## config.mk

```make
export PLATFORM = sky130hd
export DESIGN_NAME = framebuffer_scanout
export DESIGN_NICKNAME = d
export VERILOG_FILES = /design/src/rtl/framebuffer_scanout.sv
export SDC_FILE = /design/constraint.sdc
export NUM_CORES = 1
export LEC_CHECK = 0
export CELL_PAD_IN_SITES_DETAIL_PLACEMENT = 1
export CELL_PAD_IN_SITES_GLOBAL_PLACEMENT = 2
export CORE_MARGIN = 10
export CORE_UTILIZATION = 28
export DETAILED_ROUTE_END_ITERATION = 16
export PLACE_DENSITY = 0.82
export SLEW_MARGIN = 20
export SYNTH_ARGS = -nofsm -noshare
export SYNTH_HDL_FRONTEND = slang
export SYNTH_SLANG_ARGS = --single-unit
```

## constraint.sdc

```tcl
create_clock -name clock -period 3.3 [get_ports clock]
set_clock_uncertainty 0.05 [all_clocks]
set_input_delay 0.495 -clock clock [delete_from_list [all_inputs] [get_ports clock]]
set_output_delay 0.495 -clock clock [all_outputs]
set_load 0.005 [all_outputs]
```

## src/rtl/framebuffer_scanout.sv

```systemverilog
// VGA scanout for a half-resolution framebuffer: each framebuffer pixel is shown as a 2x2 block.
// The pixel clock is every second system clock; all outputs are registered one pixel behind the counters.
module framebuffer_scanout #(
   parameter int H_VISIBLE = 640,
   parameter int H_FP      = 16,
   parameter int H_SYNC    = 96,
   parameter int H_BP      = 48,
   parameter int V_VISIBLE = 480,
   parameter int V_FP      = 10,
   parameter int V_SYNC    = 2,
   parameter int V_BP      = 33,
   parameter int FB_WIDTH  = 320
) (
   input  logic        clock,
   input  logic        reset,
   output logic [16:0] mem_addr,
   input  logic [2:0]  mem_data,
   output logic [7:0]  vga_r,
   output logic [7:0]  vga_g,
   output logic [7:0]  vga_b,
   output logic        vga_hs,
   output logic        vga_vs,
   output logic        vga_blank_n,
   output logic        frame_start
);
   localparam int H_TOTAL  = H_VISIBLE + H_FP + H_SYNC + H_BP;
   localparam int V_TOTAL  = V_VISIBLE + V_FP + V_SYNC + V_BP;
   localparam int HS_START = H_VISIBLE + H_FP;
   localparam int HS_END   = HS_START + H_SYNC;
   localparam int VS_START = V_VISIBLE + V_FP;
   localparam int VS_END   = VS_START + V_SYNC;
   localparam int HW       = $clog2(H_TOTAL);
   localparam int VW       = $clog2(V_TOTAL);

   logic          tick_q;
   logic [HW-1:0] h_q, h_d;
   logic [VW-1:0] v_q, v_d;
   logic [7:0]    r_q, g_q, b_q;
   logic          hs_q, vs_q, blank_n_q, fs_q;
   logic          h_vis, v_vis, vis, hs_d, vs_d;
   logic [16:0]   addr_d;

   always_comb begin
      h_d = h_q;
      v_d = v_q;
      if (tick_q) begin
         if (h_q == HW'(H_TOTAL - 1)) begin
            h_d = '0;
            v_d = (v_q == VW'(V_TOTAL - 1)) ? '0 : v_q + VW'(1);
         end else begin
            h_d = h_q + HW'(1);
         end
      end
   end

   assign h_vis = h_q < HW'(H_VISIBLE);
   assign v_vis = v_q < VW'(V_VISIBLE);
   assign vis   = h_vis && v_vis;
   assign hs_d  = !((h_q >= HW'(HS_START)) && (h_q < HW'(HS_END)));
   assign vs_d  = !((v_q >= VW'(VS_START)) && (v_q < VW'(VS_END)));

   // Address tracks the live counters so the one-clock memory latency lands before the next tick.
   always_comb begin
      addr_d = '0;
      if (vis) addr_d = 17'(v_q >> 1) * 17'(FB_WIDTH) + 17'(h_q >> 1);
   end

   always_ff @(posedge clock or negedge reset) begin
      if (!reset) begin
         tick_q    <= 1'b0;
         h_q       <= '0;
         v_q       <= '0;
         r_q       <= '0;
         g_q       <= '0;
         b_q       <= '0;
         hs_q      <= 1'b1;
         vs_q      <= 1'b1;
         blank_n_q <= 1'b0;
         fs_q      <= 1'b0;
      end else begin
         tick_q <= ~tick_q;
         h_q    <= h_d;
         v_q    <= v_d;
         fs_q   <= tick_q && (h_q == '0) && (v_q == '0);
         if (tick_q) begin
            r_q       <= {8{mem_data[2] & vis}};
            g_q       <= {8{mem_data[1] & vis}};
            b_q       <= {8{mem_data[0] & vis}};
            hs_q      <= hs_d;
            vs_q      <= vs_d;
            blank_n_q <= vis;
         end
      end
   end

   assign mem_addr    = addr_d;
   assign vga_r       = r_q;
   assign vga_g       = g_q;
   assign vga_b       = b_q;
   assign vga_hs      = hs_q;
   assign vga_vs      = vs_q;
   assign vga_blank_n = blank_n_q;
   assign frame_start = fs_q;
endmodule

```

==> results_dict.tcl, run 1 <==
set metrics [dict create \
    overflow 0 \
    cts.sink_count 28 \
    syn_inst 268 \
    hold_start "vga_hs" \
    r2r-end "v_q[7]" \
    antenna_cells 0 \
    fin_ws_ns -0.191 \
    worst-r2r-cell-count 6 \
    multi_input_area_sq_um 1600 \
    violations "negative setup slack" \
    regArea_sq_um 703 \
    combPwrFrac_pct 6.9 \
    grt_pass1_wl_um 12000 \
    io_pins 50 \
    drc_errors 0 \
    rows 33 \
    syn_area_sq_um 2340 \
    syn-num-nets 296 \
    p_int_mw 0.538 \
    cp-start-kind "flip-flop" \
    ys_warn_count 0 \
    coreArea_sq_um 8180 \
    dp_hpwl_um 5460 \
    nets 367 \
    switchingPower_mw 0.141 \
    yosys.area.top_type "dfrtp_1" \
    clockPowerShare_pct 41.7 \
    r2r_start "h_q[7]" \
    vias 2270 \
    track_usage_pct 11.1 \
    min_to "vga_hs" \
    total_power_mw 0.678 \
    grt_pass1_vias 2330 \
    swShare_pct 20.7 \
    ir_drop_mv 0.135 \
    htree_levels 1 \
    yosysSeqAreaShare_pct 30.1 \
    numCtsBuffers 3 \
    dieWidth_um 111 \
    fmax_ghz 0.286 \
    ys_types 52 \
    final_common_cell "buf_4" \
    synth.area.top_cells "dfrtp_1 (28%), ha_1 (11%), buf_4 (6.7%)" \
    p_leak_nw 1.52 \
    finalHoldViolCount 0 \
    firstDrtPassIters 4 \
    period_needed_ns 3.49 \
    fillers 958 \
    worst_pin_slew_ns 0.673 \
    clock_latency_ns 0.29 \
    rsz0062_at_grt "yes" \
    end_kind "output pin" \
    whs_ns 0.449 \
    dieArea_sq_um 12400 \
    grt_max_degree 29 \
    via_per_inst 5.12 \
    synth_async_sr_flop_share_pct 100 \
    finalWeightedCongestion 0.783 \
    antenna_left 0 \
    netlist.area_leader.share_pct 27.8 \
    start_util_pct 28.6 \
    die_y_um 111 \
    drive_above_1_share_pct 26.6 \
    crit_type "flip-flop to output pin" \
    io_buffers 49 \
    utilization_pct 41.3 \
    setup_violations 4 \
    avgSynthCellArea_sq_um 8.73 \
    hold_depth 2 \
    area_growth_pct 44.4 \
    hold_path.class "flip-flop to flip-flop" \
    critPathRequiredTime_ns 2.75 \
    mostFrequentLayoutCells "buf_4 (45), clkdlybuf4s50_1 (43), dfrtp_1 (26)" \
    sequentialPowerShare_pct 51.4 \
    ys_ff_latch 28 \
    rrSetupSlack_ns 0.89 \
    clockRootBuffer "clkbuf_8" \
    wl_um 7650 \
    crit_fanout 2 \
    cts_tree "yes" \
    powerDensity_nw_per_um2 201 \
    status "finished with violations" \
    synth_edf_count 0 \
    clk_path_buf_depth 2 \
    maxSlewViolCount 0 \
    antenna_found_initial 0 \
    first_iter_violations 76 \
    postCtsHoldBufs 0 \
    clk_pin_slew_ns 0.11 \
    period_share_pct 106 \
    cp_data_arrival_time_ns 2.95 \
    wire_per_inst_um 17.3 \
    slew_headroom_pct 54.8 \
    maxCapViolations 0 \
    synth_flop_cell "dfrtp_1" \
]
power by group through the flow:
stage,Combinational (mW),Sequential [mW],Clock [mW]
global placement,0.0476,0.355,0
floorplan,0.0217,0.355,0
global route,0.0508,0.350,0.298
finish,0.0466,0.349,0.283
CTS,0.0484,0.349,0.291
detailed placement,0.0483,0.356,0
flip-flops by register name, summed over array words and instances, names as in the netlist:
name	count
tick_q	1
vga_g	1
vga_vs	1
v_q	10
frame_start	1
vga_hs	1
vga_r	1
h_q	10
vga_b	1
vga_blank_n	1
critical path, cell delays in order, from the launching register on:
cell and delay, ns:
dfrtp_1 0.42, ha_1 0.25, ha_4 0.18, fa_2 0.41, buf_6 0.13, xor2_2 0.17
nand4_1 0.14, or3_4 0.39, or3_4 0.33, a21oi_2 0.12, buf_2 0.12
routing by layer:
layer	vias to the layer above	wire, um	track usage, %
li1	1074	-	-
met1	1139	3420	13.8
met2	51	3830	19.6
met5	-	0	0
met3	6	319	1.99
met4	0	78	2.57
how the worst max path moves through the flow:
stage / from / endpoint / slack (ns) / depth (start not counted)
2_1_floorplan: v_q[2] / mem_addr[16] / 0.05 / 8
3_3_place_gp: v_q[2] / mem_addr[16] / -0.31 / 10
3_5_place_dp: v_q[2] / mem_addr[15] / -0.37 / 12
4_1_cts: v_q[2] / mem_addr[15] / -0.13 / 12
5_1_grt: v_q[1] / mem_addr[16] / -0.37 / 11
6_report: v_q[1] / mem_addr[14] / -0.19 / 10
cell families after synthesis:
logic type	Yosys count	synth area share [%]
and+or+nand+nor	106	24.8
AOI/OAI and AO/OA	50	14.1
buffers and inverters	41	10.4
DFF	28	30.1
adders and majority gates	23	12.9
xor gates and xnor gates	18	6.74
muxes	2	0.909
layout make-up:
| type | instances | area share, % |
|---|---|---|
| clock buffer | 3 | 1.22 |
| clock inverter | 1 | 0.889 |
| inverter | 10 | 1.11 |
| multi-input combinational | 199 | 47.2 |
| sequential | 28 | 20.8 |
| tap | 105 | 3.89 |
| timing repair buffer | 97 | 24.9 |
Yosys cell counts (all sizes together) (4+ instances only):
library cell  count
a21oi             8
a31oi             4
and2              8
and3              5
buf              23
clkbuf            8
dfrtp            26
ha               21
inv              10
nand2            21
nand3            11
nand4             5
nor2             22
nor3              6
nor4              5
o21ai            16
or3               5
xnor2            10
xor2              8
through the flow:
step	setup WS, ns	instance area, sq um	std cells	TNS (ns)
floorplan	0.0517	2340	268	0
global placement	-0.306	3030	428	-1.01
detailed placement	-0.368	3030	428	-1.27
CTS	-0.129	3250	435	-0.369
global route	-0.373	3380	443	-1.03
finish	-0.191	3380	443	-0.563
what timing repair did:
action,CTS,global route
buffers inserted,3,9
endpoints found under the setup margin,6,7
hold endpoints to repair,0,0
pin swaps,2,14
resized for setup,39,12
Power figures use the tool's default switching activity.
==> run 2: changes to the inputs <==
--- a/config.mk
+++ b/config.mk
@@ -10,6 +10,7 @@
 export CORE_MARGIN = 10
 export CORE_UTILIZATION = 28
 export DETAILED_ROUTE_END_ITERATION = 16
+export GPL_TIMING_DRIVEN = 1
 export PLACE_DENSITY = 0.82
 export SLEW_MARGIN = 20
 export SYNTH_ARGS = -nofsm -noshare
==> results of run 2 <==
Final layout, timing and power as in run 1 (identical DEF).
==> run 3: changes to the inputs <==
--- a/config.mk
+++ b/config.mk
@@ -7,6 +7,7 @@
 export LEC_CHECK = 0
 export CELL_PAD_IN_SITES_DETAIL_PLACEMENT = 1
 export CELL_PAD_IN_SITES_GLOBAL_PLACEMENT = 2
+export CORE_ASPECT_RATIO = 0.6
 export CORE_MARGIN = 10
 export CORE_UTILIZATION = 28
 export DETAILED_ROUTE_END_ITERATION = 16
==> run 3 against run 2 <==
The run still ends with negative setup slack left. Sequential power about the same. Global-route usage grew 0.92 points. Power is 12% higher. Utilization is 0.38 points higher. Cell count is 0.68% lower. Sequential cell count stayed put. Via count down 4.4%. Non-clock buffer count is 6 lower. Final area fell by 1.1%. Fmax up 2.4%. Critical endpoint unchanged. Largest power group is now the clock network.
==> results_dict.tcl, run 3 (synthesis results as in run 1) <==
set metrics [dict create \
    violations "negative setup slack" \
    mostFrequentLayoutCells "clkdlybuf4s50_1 (43), buf_4 (39), dfrtp_1 (24)" \
    setup_violations 3 \
    dp_hpwl_um 5920 \
    cts_tree "yes" \
    clk_pin_slew_ns 0.07 \
    maxSlewViolCount 0 \
    io_pins 50 \
    coreArea_sq_um 8010 \
    rsz0062_at_grt "yes" \
    clock_latency_ns 0.26 \
    antenna_left 0 \
    dieWidth_um 138 \
    status "finished with violations" \
    die_y_um 90.8 \
    regArea_sq_um 706 \
    p_leak_nw 1.48 \
    whs_ns 0.445 \
    post-place-ws_ns -0.366 \
    crit_type "flip-flop to output pin" \
    instances_no_fill 440 \
    multi_input_area_sq_um 1560 \
    largestRegisters "h_q (10), v_q (10)" \
    finalWeightedCongestion 0.857 \
    clockRootBuffer "clkbuf_16" \
    place_inst 435 \
    grt_pass1_wl_um 12900 \
    period_needed_ns 3.41 \
    antenna_found_initial 0 \
    period_share_pct 103 \
    via_per_inst 4.93 \
    antenna_cells 0 \
    track_usage_pct 12.1 \
    start_util_pct 29.2 \
    fin_ws_ns -0.110 \
    rows 25 \
    ir_drop_mv 0.248 \
    area_growth_pct 42.7 \
    wire_per_inst_um 17.6 \
    hold_path.class "flip-flop to flip-flop" \
    drc_errors 0 \
    worst_pin_slew_ns 0.475 \
    grt_pass1_vias 2350 \
    clk_path_buf_depth 2 \
    crit_fanout 9 \
    final_common_cell "clkdlybuf4s50_1" \
    critPathRequiredTime_ns 2.75 \
    grt_max_degree 29 \
    firstDrtPassIters 4 \
    maxCapViolations 0 \
    cts.sink_count 28 \
    vias 2170 \
    end_kind "output pin" \
    io_buffers 49 \
    overflow 0 \
    first_iter_violations 139 \
    powerDensity_nw_per_um2 227 \
    nets 361 \
    htree_levels 1 \
    design_area_sq_um 3340 \
    cp_data_arrival_time_ns 2.87 \
    fmax_ghz 0.293 \
    numCtsBuffers 3 \
    postPlaceCellArea_sq_um 3070 \
    cp-start-kind "flip-flop" \
    wl_um 7750 \
    drive_above_1_share_pct 25.3 \
    dieArea_sq_um 12500 \
    finalHoldViolCount 0 \
    slew_headroom_pct 68.3 \
    fillers 944 \
]
run 3: cell count changes in the layout (fill, tap and decap cells not counted), sizes merged:
cell	change
buf	-6
run 3: metal layers:
| layer | vias to the layer above | global-route usage (%) | part of all wire [%] |
|---|---|---|---|
| met2 | 21 | 20.4 | 48 |
| met5 | - | 0 | 0 |
| li1 | 1063 | - | - |
| met3 | 4 | 2.42 | 2.5 |
| met1 | 1082 | 16.0 | 49 |
| met4 | 0 | 0.874 | 0.37 |
run 3: power breakdown:
part,switching (mW),internal (mW),leakage (nW)
sequential,0.00420,0.345,0.354
clock,0.121,0.242,0.0511
combinational,0.0175,0.0300,1.08
total,0.142,0.616,1.48
run 3: path summary, 6_finish.rpt:
check / startpoint / to / slack (ns) / cells after the start
setup / recovery: v_q[4] / mem_addr[14] / -0.11 / 11
hold / removal: vga_vs / vga_vs / 0.44 / 2
setup reg to reg: h_q[7] / v_q[7] / 1.08 / 7
hold reg to reg: vga_vs / vga_vs / 0.44 / 2
max in group asynchronous: reset / vga_vs / 2.29 / 2
min in group asynchronous: reset / h_q[8] / 0.57 / 2
run 3: cell type report:
| cell class | instances | share of cell area [%] |
|---|---|---|
| multi-input combinational | 199 | 46.8 |
| timing repair buffer | 91 | 23.8 |
| sequential | 28 | 21.1 |
| tap | 108 | 4.05 |
| clock buffer | 3 | 2.25 |
| inverter | 10 | 1.12 |
| clock inverter | 1 | 0.899 |
run 3: critical path, stage by stage, from the launching register on:
cell,delay [ns]
dfrtp_1,0.39
buf_4,0.18
ha_4,0.25
ha_4,0.24
buf_4,0.14
buf_4,0.15
xor2_2,0.17
nand4_1,0.14
or3_4,0.36
or3_1,0.34
a21oi_2,0.13
buf_2,0.12
run 3: metrics by stage:
stage / utilization, % / power [mW] / TNS [ns]
after global placement: 38.3 / 0.404 / -1.03
final: 41.7 / 0.759 / -0.197
after global routing: 41.7 / 0.790 / -0.694
after detailed placement: 38.3 / 0.405 / -1.34
after floorplan: - / 0.377 / 0
after CTS: 41.3 / 0.769 / -0.284
run 3: what timing repair did:
item	in CTS	in global routing
cloned	0	0
gates resized for setup	43	7
hold buffers	0	0
buffers inserted	2	0
setup endpoints to repair	6	5
pin swaps	12	2
==> edit (config.mk and constraints of run 2) <==
Set the parameter `V_FP` to 12 (it was 10).
--- a/src/rtl/framebuffer_scanout.sv
+++ b/src/rtl/framebuffer_scanout.sv
@@ -6,7 +6,7 @@
    parameter int H_SYNC    = 96,
    parameter int H_BP      = 48,
    parameter int V_VISIBLE = 480,
-   parameter int V_FP      = 10,
+   parameter int V_FP      = 12,
    parameter int V_SYNC    = 2,
    parameter int V_BP      = 33,
    parameter int FB_WIDTH  = 320
Formal check against the unedited RTL: no difference found for any inputs over 10 cycles, from zero or initial values and one cycle with reset low; that may be too few to reach the edited logic, so the function may still have changed.
==> edit against run 2 <==
  * The flow still finishes with violations (negative setup slack)
  * Critical endpoint unchanged
  * Count of clock-buffer cells in the layout stayed put
  * Routed wire length is 8.1% lower
  * Sequential power hardly changed
  * Synthesized area is 1.4% higher
  * Global-route usage is 0.46 points lower
  * Setup slack better by 170 ps
  * Synthesized cell count is 2.2% lower
  * Total power is 0.22% lower
  * Sequential cell count stayed put
  * Critical path depth stayed put
  * Largest cell class unchanged
  * Final area is 2.6% lower
==> edit: results (changes against run 2) <==
outcome complete, but fails checks; failing checks negative setup slack; global-route wire length before repair 11400 um (-4.9%); layout cell share with drive strength beyond 1 24.5% (-2.2 points); Worst VDD drop 0.134 mV (-0.33%); IO Port Bufs 49 (unchanged); vias in the first global route 2221 (-4.7%); Top delay family on crit path adder cells; P_leak 1.41 nW (-7.0%); placed insts 419 (-2.1%); worst r2r src v_q[6]; Synth Area in Compound Gates 15.1% (+0.96 points); Multi-In Gates 197 (-1.0%); setup TNS -31.4 ps (+532 ps); vias per cell 5.04 (-1.7%); Area contributors post-synth dfrtp_1, ha_1, buf_4; dpl cell area 3040 um2 (+0.33%); Worst path max stage delay 400 ps (-20 ps); R2R Path End v_q[4]; # fillers 951 (-0.73%); DP Worst Slack -300 ps (+68.3 ps); Routed WL per cell 16.6 um (-4.0%); Synth Area in XOR/XNOR 6.59% (-0.15 points); Final WS setup -25.0 ps (+166 ps); final setup violation count 2 (-2); total number of sequential cells 28 (unchanged); Final Hold Fails 0 (unchanged); pwr/cell area 206 nW/um2 (+2.4%); ClkCell Share 2.17% (+0.056 points); Non-clock buffer share 22.0% (-2.9 points); Least-Margin Pin Slew 682 ps (+8.78 ps); arrival time worst endpoint 2780 ps (-170 ps); met1 Use GR 13.1% (-0.71 points); sequential share of the synthesized area 29.6% (-0.43 points); pin count of the biggest net entering global routing 17 (-41%); Min Hold Slack 452 ps (+3.18 ps); GR Util All Layers 10.7% (-0.46 points); Logic inverters 8 (-2); RePlAce Congestion 0.783 (about the same); Detail Placement HPWL 5350 um (-2.1%); post-synthesis mux area share 0.896% (-0.013 points); fraction of area in registers 21.4% (+0.55 points); first-pass iteration count of the detailed router 4 (unchanged); non-clock buffer count 82 (-15%); Layout Nets 349 (-4.9%); worst setup path startpoint v_q[4]; Reg2Reg Setup Slack 960 ps (+70 ps); post-synthesis cell type count 61 (+17%); routed vias 2135 (-5.9%); Synth top area share 27.4% (-0.40 points); multi-input logic area 1630 um2 (+2.3%)
edit: cell count changes after synthesis, moves of 2 or more:
cell / before / now
clkbuf_1: 6 / 4
nand4b_1: 1 / 3
nor3_1: 6 / 3
nand4_1: 5 / 9
nor4_2: 0 / 2
o21ai_0: 15 / 18
inv_1: 10 / 8
nand3_1: 11 / 4
nand2_1: 21 / 18
a21oi_1: 8 / 5
or3b_2: 2 / 0
buf_2: 1 / 3
and2_1: 8 / 10
or3_1: 5 / 2
edit: routing by layer:
metal  wire length (um)  share of wire (%)
met1               3160                 45
met2               3510                 50
met3                288                4.1
met4                 68               0.97
met5                  0                  0
edit: timing repair:
action | in CTS | in global routing
setup endpoints to repair | 6 | 5
pin swaps | 15 | 8
resized for setup | 38 | 11
buffers inserted | 1 | 0
edit: report_power, final:
group	total, mW	switching (mW)	internal, mW
Combinational	0.0467	0.0167	0.0300
Sequential	0.349	0.00404	0.345
Clock	0.281	0.118	0.163
